<file path="src/rtl/imem_loader_pkg.sv">
// Shared definitions for the boot-time instruction memory loader:
// loader state encoding, default widths, sync marker and frame length constants.
package imem_loader_pkg;

    localparam int         LOADER_ADDR_W    = 8;
    localparam int         LOADER_DATA_W    = 16;
    localparam logic [7:0] LOADER_SYNC_BYTE = 8'hA5;

    // A LEN byte of zero encodes the largest frame, one word per PC value.
    localparam logic [7:0] LEN_FULL_FRAME   = 8'h00;
    localparam int         MAX_FRAME_WORDS  = 256;

    typedef enum logic [2:0] {
        ST_IDLE = 3'd0,
        ST_LEN  = 3'd1,
        ST_HI   = 3'd2,
        ST_LO   = 3'd3,
        ST_CHK  = 3'd4,
        ST_DONE = 3'd5,
        ST_ERR  = 3'd6
    } loader_state_t;

endpackage

</file>
<file path="src/rtl/imem_loader_if.sv">
// Byte stream input plus instruction memory write port of the loader.
// The slave side is the loader; the master side feeds bytes and observes writes.
interface imem_loader_if
    import imem_loader_pkg::*;
#(
    parameter int ADDR_W = LOADER_ADDR_W,
    parameter int DATA_W = LOADER_DATA_W
) ();

    logic [7:0]        in_data;
    logic              in_valid;
    logic              in_ready;
    logic              imem_we;
    logic [ADDR_W-1:0] imem_waddr;
    logic [DATA_W-1:0] imem_wdata;

    modport master (
        output in_data,
        output in_valid,
        input  in_ready,
        input  imem_we,
        input  imem_waddr,
        input  imem_wdata
    );

    modport slave (
        input  in_data,
        input  in_valid,
        output in_ready,
        output imem_we,
        output imem_waddr,
        output imem_wdata
    );

endinterface

</file>
<file path="src/rtl/imem_loader_word_asm.sv">
// Assembles 16-bit instructions from hi/lo stream bytes and keeps the running
// XOR checksum of the LEN byte and all payload bytes of the current frame.
module loader_word_asm
    import imem_loader_pkg::*;
(
    input  logic                     clk,
    input  logic                     rst,
    input  logic [7:0]               in_byte,
    input  logic                     take_len,
    input  logic                     take_hi,
    input  logic                     take_lo,
    output logic [7:0]               chk,
    output logic [LOADER_DATA_W-1:0] word,
    output logic                     word_valid
);

    logic [7:0] hi_reg;
    logic [7:0] chk_reg;
    logic       word_valid_reg;
    logic [7:0] lane_src [2];

    // Lane 1 carries the earlier (high) byte, lane 0 the byte on the bus now.
    assign lane_src[1] = hi_reg;
    assign lane_src[0] = in_byte;

    // Hold the high byte until its low partner arrives.
    always_ff @(posedge clk) begin
        if (!rst) begin
            hi_reg <= '0;
        end else if (take_hi) begin
            hi_reg <= in_byte;
        end
    end

    // Running checksum: seeded by LEN, folded with every payload byte.
    always_ff @(posedge clk) begin
        if (!rst) begin
            chk_reg <= '0;
        end else if (take_len) begin
            chk_reg <= in_byte;
        end else if (take_hi || take_lo) begin
            chk_reg <= chk_reg ^ in_byte;
        end
    end

    // One-cycle write strobe following every low byte.
    always_ff @(posedge clk) begin
        if (!rst) begin
            word_valid_reg <= 1'b0;
        end else begin
            word_valid_reg <= take_lo;
        end
    end

    // Word register, one byte lane per generate instance; holds between writes.
    for (genvar gi = 0; gi < 2; gi++) begin : g_lane
        logic [7:0] lane_reg;

        // Capture this lane when the low byte completes the word.
        always_ff @(posedge clk) begin
            if (!rst) begin
                lane_reg <= '0;
            end else if (take_lo) begin
                lane_reg <= lane_src[gi];
            end
        end

        assign word[gi*8 +: 8] = lane_reg;
    end

    assign chk        = chk_reg;
    assign word_valid = word_valid_reg;

endmodule

</file>
<file path="src/rtl/imem_loader.sv">
// Boot-time program loader: parses SYNC/LEN/payload/CHK frames from a byte
// stream, writes each assembled instruction into instruction memory and holds
// the CPU in reset until a frame with a matching checksum has been written.
module imem_loader
    import imem_loader_pkg::*;
#(
    parameter int         ADDR_W    = LOADER_ADDR_W,
    parameter int         DATA_W    = LOADER_DATA_W,
    parameter logic [7:0] SYNC_BYTE = LOADER_SYNC_BYTE
) (
    input  logic            clk,
    input  logic            rst,
    imem_loader_if.slave    bus,
    input  logic            reload,
    output logic            cpu_hold,
    output logic            load_done,
    output logic            load_err,
    output logic [ADDR_W:0] words_loaded
);

    localparam logic [ADDR_W:0] COUNT_ONE  = {{ADDR_W{1'b0}}, 1'b1};
    localparam logic [ADDR_W:0] FULL_WORDS = (ADDR_W+1)'(MAX_FRAME_WORDS);

    loader_state_t     state_reg;
    loader_state_t     state_next;

    logic [ADDR_W:0]   len_words_reg;
    logic [ADDR_W:0]   words_loaded_reg;
    logic [ADDR_W-1:0] waddr_reg;
    logic              load_done_reg;
    logic              load_err_reg;
    logic              cpu_hold_reg;

    logic              accept;
    logic              take_len;
    logic              take_hi;
    logic              take_lo;
    logic              take_chk;
    logic              last_word;
    logic              chk_match;
    logic [7:0]        chk;
    logic [DATA_W-1:0] word;
    logic              word_valid;

    assign bus.in_ready = (state_reg != ST_DONE);
    assign accept       = bus.in_valid && bus.in_ready;
    assign take_len     = accept && (state_reg == ST_LEN);
    assign take_hi      = accept && (state_reg == ST_HI);
    assign take_lo      = accept && (state_reg == ST_LO);
    assign take_chk     = accept && (state_reg == ST_CHK);

    // The word being completed now is the last one when the count reaches LEN.
    assign last_word    = ((words_loaded_reg + COUNT_ONE) == len_words_reg);
    assign chk_match    = (bus.in_data == chk);

    loader_word_asm u_word_asm (
        .clk        (clk),
        .rst        (rst),
        .in_byte    (bus.in_data),
        .take_len   (take_len),
        .take_hi    (take_hi),
        .take_lo    (take_lo),
        .chk        (chk),
        .word       (word),
        .word_valid (word_valid)
    );

    // State register.
    always_ff @(posedge clk) begin
        if (!rst) begin
            state_reg <= ST_IDLE;
        end else begin
            state_reg <= state_next;
        end
    end

    // Frame parser next-state logic.
    always_comb begin
        state_next = state_reg;
        case (state_reg)
            ST_IDLE: if (accept && (bus.in_data == SYNC_BYTE)) state_next = ST_LEN;
            ST_LEN:  if (accept) state_next = ST_HI;
            ST_HI:   if (accept) state_next = ST_LO;
            ST_LO:   if (accept) state_next = last_word ? ST_CHK : ST_HI;
            ST_CHK:  if (accept) state_next = chk_match ? ST_DONE : ST_ERR;
            ST_DONE: if (reload) state_next = ST_IDLE;
            ST_ERR:  if (accept && (bus.in_data == SYNC_BYTE)) state_next = ST_LEN;
            default: state_next = ST_IDLE;
        endcase
    end

    // Frame length, write address/count and load status flags.
    always_ff @(posedge clk) begin
        if (!rst) begin
            len_words_reg    <= '0;
            words_loaded_reg <= '0;
            waddr_reg        <= '0;
            load_done_reg    <= 1'b0;
            load_err_reg     <= 1'b0;
            cpu_hold_reg     <= 1'b1;
        end else begin
            if (take_len) begin
                len_words_reg    <= (bus.in_data == LEN_FULL_FRAME) ? FULL_WORDS
                                    : {{(ADDR_W-7){1'b0}}, bus.in_data};
                words_loaded_reg <= '0;
                waddr_reg        <= '0;
                load_err_reg     <= 1'b0;
            end
            // The count of words already written is the index of this one;
            // its low bits wrap naturally after word 255 of a full frame.
            if (take_lo) begin
                waddr_reg        <= words_loaded_reg[ADDR_W-1:0];
                words_loaded_reg <= words_loaded_reg + COUNT_ONE;
            end
            if (take_chk) begin
                if (chk_match) begin
                    load_done_reg <= 1'b1;
                    load_err_reg  <= 1'b0;
                    cpu_hold_reg  <= 1'b0;
                end else begin
                    load_err_reg  <= 1'b1;
                end
            end
            if ((state_reg == ST_DONE) && reload) begin
                cpu_hold_reg  <= 1'b1;
                load_done_reg <= 1'b0;
            end
        end
    end

    assign bus.imem_we    = word_valid;
    assign bus.imem_wdata = word;
    assign bus.imem_waddr = waddr_reg;
    assign cpu_hold       = cpu_hold_reg;
    assign load_done      = load_done_reg;
    assign load_err       = load_err_reg;
    assign words_loaded   = words_loaded_reg;

endmodule

</file>
<file path="src/flat_wrapper.sv">
// flat-port wrapper written by rule: the top's interface ports become plain ports
module imem_loader_flat import imem_loader_pkg::*;
#(
    parameter int         ADDR_W    = LOADER_ADDR_W,
    parameter int         DATA_W    = LOADER_DATA_W,
    parameter logic [7:0] SYNC_BYTE = LOADER_SYNC_BYTE
)
  (clk, rst, reload, cpu_hold, load_done, load_err, words_loaded, bus_in_data, bus_in_valid, bus_in_ready, bus_imem_we, bus_imem_waddr, bus_imem_wdata);
  imem_loader_if #(.ADDR_W(ADDR_W), .DATA_W(DATA_W)) bus_i ();
  input  logic clk;
  input  logic rst;
  input  logic reload;
  output logic cpu_hold;
  output logic load_done;
  output logic load_err;
  output logic [ADDR_W:0] words_loaded;
  input wire logic [$bits(bus_i.in_data)-1:0] bus_in_data;
  input wire logic [$bits(bus_i.in_valid)-1:0] bus_in_valid;
  output wire logic [$bits(bus_i.in_ready)-1:0] bus_in_ready;
  output wire logic [$bits(bus_i.imem_we)-1:0] bus_imem_we;
  output wire logic [$bits(bus_i.imem_waddr)-1:0] bus_imem_waddr;
  output wire logic [$bits(bus_i.imem_wdata)-1:0] bus_imem_wdata;
  assign bus_i.in_data = bus_in_data;
  assign bus_i.in_valid = bus_in_valid;
  assign bus_in_ready = bus_i.in_ready;
  assign bus_imem_we = bus_i.imem_we;
  assign bus_imem_waddr = bus_i.imem_waddr;
  assign bus_imem_wdata = bus_i.imem_wdata;
  imem_loader #(.ADDR_W(ADDR_W), .DATA_W(DATA_W), .SYNC_BYTE(SYNC_BYTE)) u_core (.clk(clk), .rst(rst), .bus(bus_i), .reload(reload), .cpu_hold(cpu_hold), .load_done(load_done), .load_err(load_err), .words_loaded(words_loaded));
endmodule
</file>
<file path="config.mk">
export PLATFORM = sky130hd
export DESIGN_NAME = imem_loader_flat
export DESIGN_NICKNAME = d
export VERILOG_FILES = /design/src/rtl/imem_loader_pkg.sv /design/src/rtl/imem_loader_if.sv /design/src/rtl/imem_loader_word_asm.sv /design/src/rtl/imem_loader.sv /design/src/flat_wrapper.sv
export SDC_FILE = /design/constraint.sdc
export NUM_CORES = 1
export LEC_CHECK = 0
export BUFFER_PORTS_ARGS = -buffer_cell sky130_fd_sc_hd__buf_2
export CAP_MARGIN = 40
export CORE_MARGIN = 10
export CORE_UTILIZATION = 50
export DETAILED_ROUTE_END_ITERATION = 8
export PLACE_DENSITY = 0.83
export SLEW_MARGIN = 0
export SYNTH_ARGS = -nofsm -noshare
export SYNTH_HDL_FRONTEND = slang
export SYNTH_HIERARCHICAL = 1
export SYNTH_SLANG_ARGS = --single-unit
</file>
<file path="constraint.sdc">
create_clock -name clk -period 4.5 [get_ports clk]
set_input_delay 0.675 -clock clk [delete_from_list [all_inputs] [get_ports clk]]
set_output_delay 0.675 -clock clk [all_outputs]
set_load 0.02 [all_outputs]
</file>
==> metrics.txt <==
# TYPE chip_impl_metric gauge
chip_impl_info{name="run_status",value="finished, final reports clean"} 1
chip_impl_metric{name="post_cts_setup_inserts",unit=""} 0
chip_impl_metric{name="routed_wl",unit="mm"} 7.060
chip_impl_info{name="tritoncts",value="done"} 1
chip_impl_metric{name="power.static_leakage",unit="nW"} 1.373
chip_impl_info{name="netlist_top_cells_area",value="sky130_fd_sc_hd__dfxtp_1 41%, sky130_fd_sc_hd__mux2i_1 7.5%, sky130_fd_sc_hd__nor2b_1 7.1%"} 1
chip_impl_info{name="synthMostInstantiatedCell",value="sky130_fd_sc_hd__dfxtp_1"} 1
chip_impl_metric{name="pre_cts_ws",unit="ps"} 1561
chip_impl_metric{name="ff2ff_path_depth",unit=""} 6
chip_impl_info{name="grt_setup_unrepaired",value="false"} 1
chip_impl_info{name="critPathCapture",value="u_core/u_word_asm/chk[0]"} 1
chip_impl_metric{name="peakVddDrop",unit="V"} 0.0002726
chip_impl_metric{name="synth_area",unit="mm^2"} 0.003187
chip_impl_metric{name="antenna-diode-count",unit=""} 0
chip_impl_metric{name="layout-area-overhead-vs-synth",unit="%"} 14.25
chip_impl_metric{name="grt_util_all_layers",unit=""} 0.1468
chip_impl_metric{name="drv_cap",unit=""} 0
chip_impl_metric{name="postLayoutSetupSlackWorst",unit="ps"} 1790
chip_impl_metric{name="avgViaCountPerCell",unit=""} 5.532
chip_impl_metric{name="worst_pin_slew",unit="ps"} 611.7
chip_impl_info{name="worst_setup_path_end_kind",value="flip-flop"} 1
chip_impl_metric{name="largest_register_ffs",unit=""} 16
chip_impl_metric{name="hold_viol",unit=""} 0
chip_impl_metric{name="row_count",unit=""} 29
chip_impl_metric{name="synth-edff-count",unit=""} 0
chip_impl_info{name="reg2reg_to",value="u_core/u_word_asm/chk[0]"} 1
chip_impl_info{name="synth_largest_area_cell",value="sky130_fd_sc_hd__dfxtp_1"} 1
chip_impl_metric{name="via_count_of_the_first_global_routing_pass",unit=""} 2568
chip_impl_metric{name="total_number_of_nets_in_the_final_design",unit=""} 405
chip_impl_metric{name="finalSetupTns",unit="ps"} 0
chip_impl_metric{name="die_w",unit="um"} 99.84
chip_impl_metric{name="antenna_left",unit=""} 0
chip_impl_metric{name="vias_post_dr",unit=""} 2622
chip_impl_metric{name="grt_pass1_wl",unit="mm"} 12.19
chip_impl_metric{name="number_of_antenna_violations_at_the_first_check_in_global_routing",unit=""} 0
chip_impl_metric{name="post_synth_arst_share",unit=""} 0
chip_impl_metric{name="crit_path_max_fanout",unit=""} 24
chip_impl_info{name="synthFlopType",value="sky130_fd_sc_hd__dfxtp_1"} 1
chip_impl_metric{name="io_buffers",unit=""} 49
chip_impl_metric{name="remaining_drc_errors",unit=""} 0
chip_impl_metric{name="firstDrtPassIters",unit=""} 4
chip_impl_metric{name="ioPinCount",unit=""} 50
chip_impl_metric{name="routed_wire_length_per_instance",unit="um"} 14.89
chip_impl_metric{name="cts_hold_repair.buffers",unit=""} 0
chip_impl_info{name="start_kind",value="flip-flop"} 1
chip_impl_info{name="rr_startpoint",value="u_core/state_reg[0]"} 1
chip_impl_metric{name="ys_seq_area_frac",unit=""} 0.4083
chip_impl_metric{name="grt.overflow.total",unit=""} 0
chip_impl_metric{name="clock_tree.htree_level_count",unit=""} 3
chip_impl_metric{name="layout_cell_share_with_drive_strength_beyond_1",unit=""} 0.2040
chip_impl_metric{name="power_density",unit="mW/mm^2"} 312.9
chip_impl_metric{name="netlist.area_leader.share",unit=""} 0.4083
chip_impl_metric{name="synth.net_count",unit=""} 369
chip_impl_metric{name="syn-mean-instance-area",unit="um^2"} 8.952
chip_impl_metric{name="fin_crit",unit="ps"} 2710
chip_impl_metric{name="cts-root-to-sink-buffers",unit=""} 2
chip_impl_metric{name="die_area",unit="mm^2"} 0.009967
chip_impl_metric{name="detailed_place_hpwl",unit="mm"} 4.980
chip_impl_metric{name="grt_max_degree",unit=""} 61
chip_impl_metric{name="max_slew_margin",unit=""} 0.5922
chip_impl_metric{name="clock_sinks",unit=""} 65
chip_impl_metric{name="numCtsBuffers",unit=""} 9
chip_impl_metric{name="synthCells",unit=""} 356
chip_impl_metric{name="arrival",unit="ps"} 2950
chip_impl_metric{name="floorplan.core_area",unit="mm^2"} 0.006277
chip_impl_metric{name="final_weighted_congestion_in_routability_driven_placement",unit=""} 0.9136
chip_impl_metric{name="timing.clock.skew",unit="ps"} 8.694
chip_impl_metric{name="finalPower",unit="mW"} 1.139
chip_impl_metric{name="max_freq",unit="MHz"} 369.0
chip_impl_metric{name="worst_skew_pair.late_latency",unit="ps"} 340
chip_impl_metric{name="ys_ff_latch",unit=""} 65
chip_impl_metric{name="chipHeight",unit="um"} 99.84
chip_impl_metric{name="timing.critical_path.required",unit="ps"} 4740
chip_impl_metric{name="regToRegSetupSlack",unit="ps"} 1790
chip_impl_metric{name="clkTransAtPathRegs",unit="ps"} 80
chip_impl_metric{name="synth-warning-count",unit=""} 6
chip_impl_metric{name="cts_repair_resize_count",unit=""} 0
chip_impl_metric{name="drt_first_iter_violations",unit=""} 174
chip_impl_metric{name="final.period_utilization",unit=""} 0.6023
chip_impl_metric{name="number_of_failing_setup_endpoints_in_the_final_timing_report",unit=""} 0
chip_impl_info{name="worst_setup_path_startpoint",value="u_core/state_reg[0]"} 1
chip_impl_info{name="path_class",value="flip-flop to flip-flop"} 1
chip_impl_metric{name="finalMaxSlewViolations",unit=""} 0
chip_impl_info{name="synth_top_cells_by_count",value="65 x sky130_fd_sc_hd__dfxtp_1, 36 x sky130_fd_sc_hd__nor2b_1, 29 x sky130_fd_sc_hd__nand2_1"} 1
chip_impl_metric{name="start_util",unit=""} 0.5077
chip_impl_info{name="min-delay-path-class",value="flip-flop to flip-flop"} 1
chip_impl_info{name="cts_root_buf",value="sky130_fd_sc_hd__clkbuf_8"} 1
chip_impl_metric{name="netlist-cell-type-count",unit=""} 52
[worst max-delay path, stage by stage, from the launching register on]
cell and delay, ps:
sky130_fd_sc_hd__dfxtp_1 420, sky130_fd_sc_hd__nor2b_1 190, sky130_fd_sc_hd__nand2_1 460, sky130_fd_sc_hd__or2_1 390
sky130_fd_sc_hd__clkinv_1 570, sky130_fd_sc_hd__o21bai_1 350, sky130_fd_sc_hd__a31o_1 230
[per-layer routing]
metal | global-route usage | vias up | part of all wire
met5 | 0 | - | 0
met4 | 0.06064 | 0 | 0.017
met3 | 0.04052 | 13 | 0.057
met2 | 0.2459 | 65 | 0.49
met1 | 0.1725 | 1231 | 0.43
li1 | - | 1313 | -
[logic make-up (layout without fill, tap and decap cells)]
kind of cell | after synthesis | in the layout | synth area share
multiplexers | 26 | 26 | 0.08245
AND/OR/NAND/NOR | 124 | 124 | 0.2144
AO/OA/AOI/OAI | 86 | 86 | 0.1888
adder cells (fa/ha/maj) | 1 | 1 | 0.003926
XOR/XNOR | 19 | 19 | 0.05222
buffers and inverters | 35 | 76 | 0.04986
flip-flops | 65 | 65 | 0.4083
[area by class of cell]
type | count | area [um^2]
Fill cell | 540 | 2636
Multi-Input combinational cell | 256 | 1727
Sequential cell | 65 | 1301
Timing Repair Buffer | 51 | 272.8
Clock buffer | 10 | 137.6
Tap cell | 77 | 96.34
Clock inverter | 6 | 72.57
Inverter | 9 | 33.78
[worst min path at each step]
stage / start / endpoint / slack [ps] / depth (start not counted)
after CTS: u_core/cpu_hold / u_core/cpu_hold / 460 / 1
after global placement: u_core/cpu_hold / u_core/cpu_hold / 430 / 1
final: u_core/cpu_hold / u_core/cpu_hold / 450 / 1
after floorplan: u_core/len_words_reg[3] / u_core/len_words_reg[3] / 460 / 2
after detailed placement: u_core/cpu_hold / u_core/cpu_hold / 440 / 1
after global routing: u_core/cpu_hold / u_core/cpu_hold / 470 / 1
[placed cells by master, fill, tap and decap left out, types with 6 or more instances in the layout]
master | Yosys | routed
sky130_fd_sc_hd__dfxtp_1 | 65 | 65
sky130_fd_sc_hd__buf_2 | 3 | 49
sky130_fd_sc_hd__nor2b_1 | 36 | 36
sky130_fd_sc_hd__nand2_1 | 29 | 29
sky130_fd_sc_hd__mux2i_1 | 24 | 24
sky130_fd_sc_hd__nor2_1 | 15 | 15
sky130_fd_sc_hd__o21ai_0 | 13 | 13
sky130_fd_sc_hd__a21boi_0 | 13 | 13
sky130_fd_sc_hd__a21oi_1 | 12 | 12
sky130_fd_sc_hd__xor2_1 | 12 | 12
sky130_fd_sc_hd__clkbuf_8 | 0 | 10
sky130_fd_sc_hd__a22oi_1 | 9 | 9
sky130_fd_sc_hd__inv_1 | 8 | 8
sky130_fd_sc_hd__a21oi_2 | 8 | 8
sky130_fd_sc_hd__nand3b_1 | 7 | 7
sky130_fd_sc_hd__xnor2_1 | 7 | 7
sky130_fd_sc_hd__nand3_1 | 6 | 6
sky130_fd_sc_hd__o21bai_1 | 6 | 6
sky130_fd_sc_hd__a31o_1 | 6 | 6
[power breakdown]
group          internal [mW]  switching (mW)  leakage, nW
clock                  0.280           0.245        0.110
combinational         0.0157          0.0236        0.740
sequential             0.575        0.000199        0.523
total                  0.870           0.269         1.37
[metrics by stage]
step | cell area (um^2) | utilization | instances | hold slack, ps
floorplan | 3187 | - | 356 | 455.1
global placement | 3411 | 0.5434 | 457 | 431.9
detailed placement | 3431 | 0.5465 | 458 | 438.1
CTS | 3641 | 0.5800 | 474 | 457.1
global route | 3641 | 0.5800 | 474 | 473.3
finish | 3641 | 0.5800 | 474 | 452.8
No activity file was read; power rests on OpenSTA's default activity.
